`config.mk`:
```
export PLATFORM = sky130hd
export DESIGN_NAME = len_counter_gen
export DESIGN_NICKNAME = d
export VERILOG_FILES = /design/src/rtl/len_counter_gen.sv
export SDC_FILE = /design/constraint.sdc
export NUM_CORES = 1
export LEC_CHECK = 0
export CORE_MARGIN = 3
export CORE_UTILIZATION = 45
export CTS_CLUSTER_SIZE = 25
export DETAILED_ROUTE_END_ITERATION = 10
export PLACE_DENSITY = 0.76
export SYNTH_ARGS = -nofsm -noshare
export SYNTH_HDL_FRONTEND = slang
export SYNTH_SLANG_ARGS = --single-unit
```
`constraint.sdc`:
```
create_clock -name clk -period 2.6 [get_ports clk]
set_input_delay 0.65 -clock clk [delete_from_list [all_inputs] [get_ports clk]]
set_output_delay 0.65 -clock clk [all_outputs]
set_load 0.02 [all_outputs]
```
`src/rtl/len_counter_gen.sv`:
```
// Parametrised sound-channel length counter on the system clock.
// Optional extra-clock quirk enabled by defining LEN_EXTRA_CLOCK_EN.
module len_counter_gen #(
    parameter int LEN_WIDTH = 6,
    parameter int LEN_MAX   = 1 << LEN_WIDTH
) (
    input  logic                 clk,
    input  logic                 rst_n,
    input  logic                 len_tick,
    input  logic                 len_wr,
    input  logic [LEN_WIDTH-1:0] len_data,
    input  logic                 len_en_wr,
    input  logic                 len_en_data,
    input  logic                 trigger,
    input  logic                 dac_on,
    input  logic                 seq_len_phase,
    output logic                 chan_enable,
    output logic                 len_enable,
    output logic [LEN_WIDTH:0]   len_count
);

    localparam int CW = LEN_WIDTH + 1;
    localparam logic [CW-1:0] MAX_V = CW'(LEN_MAX);
    localparam logic [CW-1:0] ONE   = CW'(1);

    logic [CW-1:0] cnt_nx;
    logic          en_nx;
    logic          ch_nx;

`ifdef LEN_EXTRA_CLOCK_EN
    logic en_rise;
    assign en_rise = len_en_wr & len_en_data & ~len_enable & seq_len_phase;
`else
    logic unused_phase;
    assign unused_phase = seq_len_phase;
`endif

    always_comb begin
        cnt_nx = len_count;
        en_nx  = len_enable;
        ch_nx  = chan_enable;

        if (len_wr)
            cnt_nx = MAX_V - CW'(len_data);

        if (len_en_wr)
            en_nx = len_en_data;

`ifdef LEN_EXTRA_CLOCK_EN
        // Enabling length in the non-clocking half of the sequencer clocks once
        if (en_rise && cnt_nx != '0) begin
            cnt_nx = cnt_nx - ONE;
            if (cnt_nx == '0 && !trigger)
                ch_nx = 1'b0;
        end
`endif

        if (trigger) begin
            if (cnt_nx == '0) begin
`ifdef LEN_EXTRA_CLOCK_EN
                cnt_nx = (en_nx && seq_len_phase) ? MAX_V - ONE : MAX_V;
`else
                cnt_nx = MAX_V;
`endif
            end
            ch_nx = dac_on;
        end else if (len_tick && !len_wr && en_nx && cnt_nx != '0) begin
            cnt_nx = cnt_nx - ONE;
            if (cnt_nx == '0)
                ch_nx = 1'b0;
        end

        if (!dac_on)
            ch_nx = 1'b0;
    end

    always_ff @(posedge clk or negedge rst_n) begin
        if (!rst_n) begin
            len_count   <= '0;
            len_enable  <= 1'b0;
            chan_enable <= 1'b0;
        end else begin
            len_count   <= cnt_nx;
            len_enable  <= en_nx;
            chan_enable <= ch_nx;
        end
    end

endmodule

```
### After elaboration in Yosys (flattened, before gate mapping)

Index checks and enable logic that the tools add are counted.

| operators by class | value |
|---|---|
| $add $sub $neg | 2 |
| equal/unequal tests | 2 |
| muxes and demuxes | 9 |
| reductions and logical operators | 8 |

Operator list:

| kind | count |
|---|---|
| $mux W7 | 4 |
| $logic_not A7 Y1 | 2 |
| $reduce_bool A7 Y1 | 1 |
| $sub A7 B1 Y7 const B | 1 |
| $sub A7 B6 Y7 const A | 1 |
| $ne A3 B2 Y1 const B | 2 |
| $mux W1 | 5 |
| $logic_and A1 B1 Y1 | 3 |
| $reduce_and A2 Y1 | 1 |
| $logic_not A1 Y1 | 1 |

| word-level totals | value |
|---|---|
| flip-flop bits (word level) | 9 |
| logic and storage cells | 24 |

### Logic depth before layout (Yosys ltp)

Gate-level depths: netlist of the first run.

| logic depth | value |
|---|---|
| word-level depth | 8 |
| depth in mapped cells | 8 |

### Worst setup path before layout of the first run

No wires, ideal clock.

| timing | value |
|---|---|
| path kind | input -> register |
| start point | input port len_data[0] |
| end point | register chan_enable |
| library setup time | 129 ps |
| data arrival time | 2177 ps |
| required time | 2471 ps |
| setup slack | 293 ps |
| stages on the path | 8 |
| cells stage by stage | inv_1 > ha_1 > mux2_2 > inv_1 > ha_1 > and3b_1 > a31oi_1 > o41a_1 |

| on the way | value |
|---|---|
| word-level cells in the longest chain between the ends | 6 |

RTL lines:

| element | RTL line | source |
|---|---|---|
| start, declared | 11 | `input logic [LEN_WIDTH-1:0] len_data,` |
| $sub A7 B6 Y7 * | 44 | `cnt_nx = MAX_V - CW'(len_data);` |
| $mux W7 * | 43 | `if (len_wr)` |
| $sub A7 B1 Y7 or $reduce_bool A7 Y1 (tied branches) | 68, 67 |  |
| $logic_not A7 Y1 or $logic_and A1 B1 Y1 (tied branches) | 69, 67 |  |
| $ne A3 B2 Y1 (no source line) | n/a |  |
| $reduce_and A2 Y1 (no source line) * | n/a |  |
| end signal, assigned | 85 | `chan_enable <= ch_nx;` |
| end, declared | 17 | `output logic chan_enable,` |

Mark *: on every way between the ends. The rest lies on a longest branch, timed or not.
A chain may end at the register's enable or synchronous reset.

### Worst setup path after layout of the first run

| timing | value |
|---|---|
| start point | input port len_data[1] |
| end point | register len_count[6] |

| on the way | value |
|---|---|
| word-level cells in the longest chain between the ends | 6 |

RTL lines:

| element | RTL line | source |
|---|---|---|
| $sub A7 B6 Y7 * | 44 |  |
| $mux W7 * | 43 |  |
| parallel branches: the longest is 3 deep, another holds $sub A7 B1 Y7 | n/a |  |
| $mux W7 * | 58 | `if (trigger) begin` |
| net cnt_nx[6] | 26 | `logic [CW-1:0] cnt_nx;` |
| end signal, assigned | 83 | `len_count <= cnt_nx;` |
| end, declared | 19 | `output logic [LEN_WIDTH:0] len_count` |

Mark *: on every way through the listed nets, which the timed path passes.

==> flow_summary.json, run 1 <==
{
  "maxCapViolCount": 0,
  "synth_top_area_cell": "dfrtp_1",
  "worstSkewPairLatency_ns": 0.27,
  "cts_buffers": 3,
  "fin_util_pct": 76.2,
  "p_leak_uw": 0.000591,
  "slew_headroom_pct": 70.9,
  "synthMuxAreaShare_pct": 8.83,
  "crit_path_max_incr_delay_ns": 0.42,
  "outcome": "finished clean",
  "antenna_found_initial": 0,
  "worst_pin_slew_ns": 0.435,
  "cpMaxStageDelayCell": "clkdlybuf4s50_1",
  "seq_area_frac_synth_pct": 24.8,
  "via_per_inst": 5.55,
  "finalCritPeriodShare_pct": 96.9,
  "worstPathArrival_ns": 2.67,
  "ys.flop_type": "dfrtp_1",
  "dr.pass1.iters": 4,
  "ys_ff_latch": 9,
  "hp-class": "flip-flop to flip-flop",
  "synth_top_family_by_area": "simple AND/OR/NAND/NOR gates",
  "die_h_um": 50.9,
  "mostFrequentLayoutCells": "buf_4, clkdlybuf4s50_1, dfrtp_1",
  "io_pins": 24,
  "path_cells": "clkdlybuf4s50_1 > inv_1 > ha_4 > nor3b_4 > xnor2_2 > mux2i_2 > and2_1 > a31oi_1 > a211o_1",
  "dieArea_um2": 2590,
  "total_power_uw": 591,
  "fillers": 141,
  "setup_violations": 0,
  "drive_gt1_share_pct": 31.9,
  "grt_overflow_total": 0,
  "netlist.area_leader.share_pct": 24.8,
  "yosys.cell_types.count": 41,
  "diodes": 0,
  "dp_hpwl_um": 1880,
  "synth-simple-area-share_pct": 24.0,
  "syn_avg_cell_area_um2": 9.07,
  "routed_wl_um": 2480,
  "grt_usage_pct": 21.7,
  "grt_pass1_wl_um": 4110,
  "synthCells": 100,
  "tritoncts": "built",
  "cts_setup_buffers": 0,
  "cts.htree.levels": 1,
  "final_common_cell": "buf_4",
  "synthTopCellsByArea": "dfrtp_1, xor2_1, ha_1, xnor2_1, nand3_1",
  "path_class": "input port to flip-flop",
  "clockRootBuffer": "clkbuf_4",
  "nNetsFinal": 164,
  "synth_compound_area_share_pct": 19.3,
  "hold_viol": 0,
  "min_period_ns": 2.52,
  "grt_max_degree": 12,
  "holdBufCountCts": 0,
  "ctsLongestPathBuffers": 2,
  "synthAdderAreaFrac_pct": 5.52,
  "synth_xor_area_share_pct": 11.6,
  "clock_sinks": 9,
  "path_clk_slew_ns": 0.06,
  "cp_max_fo": 4,
  "startpoint_type": "input port",
  "core_um2": 1820,
  "async_reset_ff_share_pct": 100,
  "place_congestion": 0.815,
  "area_growth_pct": 52.8,
  "wl_per_cell_um": 14.7,
  "ir_drop_v": 0.000330,
  "drc": 0,
  "fp.dieW_um": 50.9,
  "skew_ns": 0.00147,
  "synth_edf_count": 0,
  "vias": 938,
  "fmax_mhz": 397,
  "io_buffers": 22,
  "initial_utilization_pct": 49.8,
  "critPathRequiredTime_ns": 2.75,
  "initialDrtViolationCount": 27,
  "ant_nets": 0,
  "grt_pass1_vias": 956,
  "syn_area_um2": 907,
  "cellPowerDensity_nw_per_um2": 426,
  "synthesis.nets": 119,
  "yosys_warnings": 0,
  "num_rows": 15,
  "end_kind": "flip-flop",
  "rsz0062_at_grt": "false",
  "slew_violations": 0
}
==> kinds of logic (layout without fill, tap and decap cells) <==
family          count (synthesis)  after routing
flops                           9              9
fa+ha+maj                       4              4
simple gates                   37             37
mux                             6              6
compound gates                 22             22
xor+xnor                       12             12
buf+inv                        10             54
==> worst max-delay path, delay by kind of cell <==
| family | cells | cell delay (ns) |
|---|---|---|
| buffers and inverters | 2 | 0.53 |
| and+or+nand+nor | 2 | 0.53 |
| AOI/OAI and AO/OA | 2 | 0.35 |
| muxes | 1 | 0.33 |
| adders and majority gates | 1 | 0.16 |
| xor gates and xnor gates | 1 | 0.11 |
==> state kept, by name (all words and copies together), names as in the netlist <==
| name | flops |
|---|---|
| len_count | 7 |
| chan_enable | 1 |
| len_enable | 1 |
==> report_power, final <==
| part | internal, µW | total [µW] | switching [µW] |
|---|---|---|---|
| combinational | 157 | 299 | 142 |
| sequential | 159 | 180 | 20.8 |
| clock | 59.4 | 112 | 53.0 |
| total | 375 | 591 | 216 |
==> worst paths after layout <==
kind	from	depth (start not counted)	slack (ns)	end
worst min register to register	len_enable	1	0.56	len_enable
worst max register to register	len_count[0]	6	0.90	chan_enable
worst min-delay path	len_enable	1	0.56	len_enable
min in group asynchronous	rst_n	1	0.69	len_count[2]
worst max-delay path	len_data[1]	9	0.08	len_count[6]
max in group asynchronous	rst_n	1	1.61	len_count[0]
==> final cells by class <==
class | instances | area (µm²) | share of cell area (%)
sequential | 9 | 225 | 16.2
timing repair buffer | 44 | 388 | 28.0
multi-input combinational | 81 | 693 | 50.0
inverter | 6 | 22.5 | 1.62
tap | 25 | 31.3 | 2.26
clock buffer | 4 | 26.3 | 1.90
==> layer usage <==
metal  routed length (µm)  up-vias  track usage, %
li1                     -      450               -
met1                 1010      444            24.6
met2                 1280       40            38.3
met3                  125        4            2.62
met4                   61        0            13.5
met5                    0        -               0
==> cell usage after synthesis, types with 2 or more instances <==
cell type	count
nor2_1	7
ha_1	4
nand2_1	7
nor3_1	4
buf_6	2
nand3_1	7
and3_1	2
xor2_1	7
xnor2_1	5
dfrtp_1	9
a21oi_1	4
o21a_1	2
inv_1	6
a22o_1	2
o21ai_0	2
a31oi_1	2
a21o_1	2
mux2_2	3
==> per-stage QoR <==
step | std cells | worst slack (ns) | hold WS, ns | TNS, ns | area [µm²]
2_1_floorplan | 100 | 0.293 | 0.354 | 0 | 907
3_3_place_gp | 165 | -0.280 | 0.533 | -1.90 | 1290
3_5_place_dp | 165 | -0.299 | 0.543 | -2.06 | 1290
4_1_cts | 169 | 0.00811 | 0.564 | 0 | 1350
5_1_grt | 169 | 0.00142 | 0.587 | 0 | 1390
6_report | 169 | 0.0805 | 0.560 | 0 | 1390
==> timing repair <==
action                     in CTS  in global routing
setup endpoints to repair       5                  8
resized for setup               6                  9
pin swaps                       1                  1
cloned                          0                  0
Power figures use the tool's default switching activity.
==> run 2, diff against run 1 <==
--- a/config.mk
+++ b/config.mk
@@ -7,9 +7,12 @@
 export LEC_CHECK = 0
 export CORE_MARGIN = 3
 export CORE_UTILIZATION = 45
+export CTS_BUF_LIST = sky130_fd_sc_hd__clkbuf_4 sky130_fd_sc_hd__clkbuf_8
 export CTS_CLUSTER_SIZE = 25
 export DETAILED_ROUTE_END_ITERATION = 10
 export PLACE_DENSITY = 0.76
+export RECOVER_POWER = 25
+export SLEW_MARGIN = 5
 export SYNTH_ARGS = -nofsm -noshare
 export SYNTH_HDL_FRONTEND = slang
 export SYNTH_SLANG_ARGS = --single-unit
==> flow_summary.json, run 2 (synthesis gave the netlist of run 1 again) <==
{
  "dr.pass1.iters": 4,
  "antenna_found_initial": 0,
  "power_frac_seq_pct": 30.1,
  "combPwrFrac_pct": 49.8,
  "switchingPower_uw": 214,
  "total_power_uw": 599,
  "mostFrequentLayoutCells": "buf_4, clkdlybuf4s50_1, dfrtp_1",
  "pre_cts_ws_ns": -0.299,
  "p_leak_uw": 0.000595,
  "multi_input_area_um2": 693,
  "min_from": "len_enable",
  "core_um2": 1820,
  "drive_gt1_share_pct": 32.6,
  "fmax_mhz": 398,
  "dieArea_um2": 2590,
  "cts_buffers": 3,
  "design_area_um2": 1390,
  "dp_hpwl_um": 1880,
  "ctsLongestPathBuffers": 2,
  "diodes": 0,
  "intPower_uw": 385,
  "hp-class": "flip-flop to flip-flop",
  "die_h_um": 50.9,
  "clockRootBuffer": "clkbuf_4",
  "ir_drop_v": 0.000375,
  "clkPwrFrac_pct": 20.2,
  "num_rows": 15,
  "setup_violations": 0,
  "final_common_cell": "buf_4",
  "regMostFlops": "len_count",
  "holdBufCountCts": 0,
  "rrSetupSlack_ns": 0.90,
  "hold_viol": 0,
  "swShare_pct": 35.7,
  "grt_pass1_vias": 960,
  "end_kind": "flip-flop",
  "cellPowerDensity_nw_per_um2": 431,
  "slew_violations": 0,
  "finalCritPeriodShare_pct": 96.8,
  "grt_pass1_wl_um": 4130,
  "grt_usage_pct": 21.7,
  "startpoint_type": "input port",
  "fillers": 139,
  "cts.htree.levels": 1,
  "clock_sinks": 9,
  "wl_per_cell_um": 14.7,
  "rsz0062_at_grt": "false",
  "place_area_um2": 1290,
  "routed_wl_um": 2480,
  "rr_endpoint": "chan_enable",
  "initial_utilization_pct": 49.8,
  "worst_pin_slew_ns": 0.430,
  "fin_ws_ns": 0.0845,
  "min_period_ns": 2.52,
  "vias": 929,
  "largest_reg_flops": 7,
  "place_congestion": 0.815,
  "fp.dieW_um": 50.9,
  "maxCapViolCount": 0,
  "path_clk_slew_ns": 0.06,
  "slew_headroom_pct": 71.2,
  "via_per_inst": 5.50,
  "tritoncts": "built",
  "r2r_cells": 6,
  "skew_ns": 0.00299,
  "outcome": "finished clean",
  "regArea_um2": 225,
  "holdPathStages": 1,
  "io_pins": 24,
  "path_class": "input port to flip-flop",
  "cp_max_fo": 4,
  "initialDrtViolationCount": 13,
  "fin_hold_ws_ns": 0.556,
  "worstSkewPairLatency_ns": 0.27,
  "nNetsFinal": 164,
  "grt_overflow_total": 0,
  "critPathRequiredTime_ns": 2.75,
  "worstPathArrival_ns": 2.67,
  "ant_nets": 0,
  "drc": 0,
  "reg_top3": "len_count: 7 flops, chan_enable: 1 flops, len_enable: 1 flops",
  "hold_path_end": "len_enable",
  "rr_startpoint": "len_count[0]",
  "io_buffers": 22,
  "cts_setup_buffers": 0,
  "area_growth_pct": 53.2,
  "final.setup.tns_ns": 0,
  "grt_max_degree": 12
}
## run 2: routing by layer
layer  vias to the layer above  part of all wire [%]  GRT usage, %
met2                        35                    52          38.7
li1                        451                     -             -
met3                         4                   5.2          2.62
met5                         -                     0             0
met4                         0                   2.4          13.5
met1                       439                    40          24.5
## run 2: worst max path at each step
stage                      from           end  slack [ns]
global placement    len_data[0]  len_count[0]       -0.28
floorplan           len_data[0]   chan_enable        0.29
detailed placement  len_data[0]  len_count[0]       -0.30
global route        len_data[1]   chan_enable       0.001
finish              len_data[1]  len_count[6]        0.08
CTS                 len_data[0]   chan_enable       0.008
## run 2: worst max-delay path: stages
cell,delay [ns]
clkdlybuf4s50_1,0.42
inv_1,0.11
ha_4,0.16
nor3b_4,0.27
xnor2_2,0.11
mux2i_2,0.33
and2_1,0.26
a31oi_1,0.11
a211o_1,0.24
## run 2: cell type report
type	instances	area share, %
multi-input cells	81	49.9
clock buffers	4	2.16
flip-flops and latches	9	16.2
repair buffers	44	27.9
inverters	6	1.62
well taps	25	2.25
## run 2: repair_timing
item,4_1_cts,5_1_grt
endpoints found under the setup margin,5,8
resized for setup,6,9
pin swaps,1,1
## run 2: power by group through the flow
stage | Combinational, µW | Clock, µW | Sequential, µW
2_1_floorplan | 122 | 0 | 203
3_3_place_gp | 272 | 0 | 180
3_5_place_dp | 276 | 0 | 182
4_1_cts | 290 | 126 | 180
5_1_grt | 323 | 134 | 183
6_report | 298 | 121 | 180
## run 2: per-stage QoR
step | util, % | cells
final | 76.4 | 169
after global routing | 76.4 | 169
after floorplan | - | 100
after CTS | 74.3 | 169
after detailed placement | 71.0 | 165
after global placement | 71.0 | 165
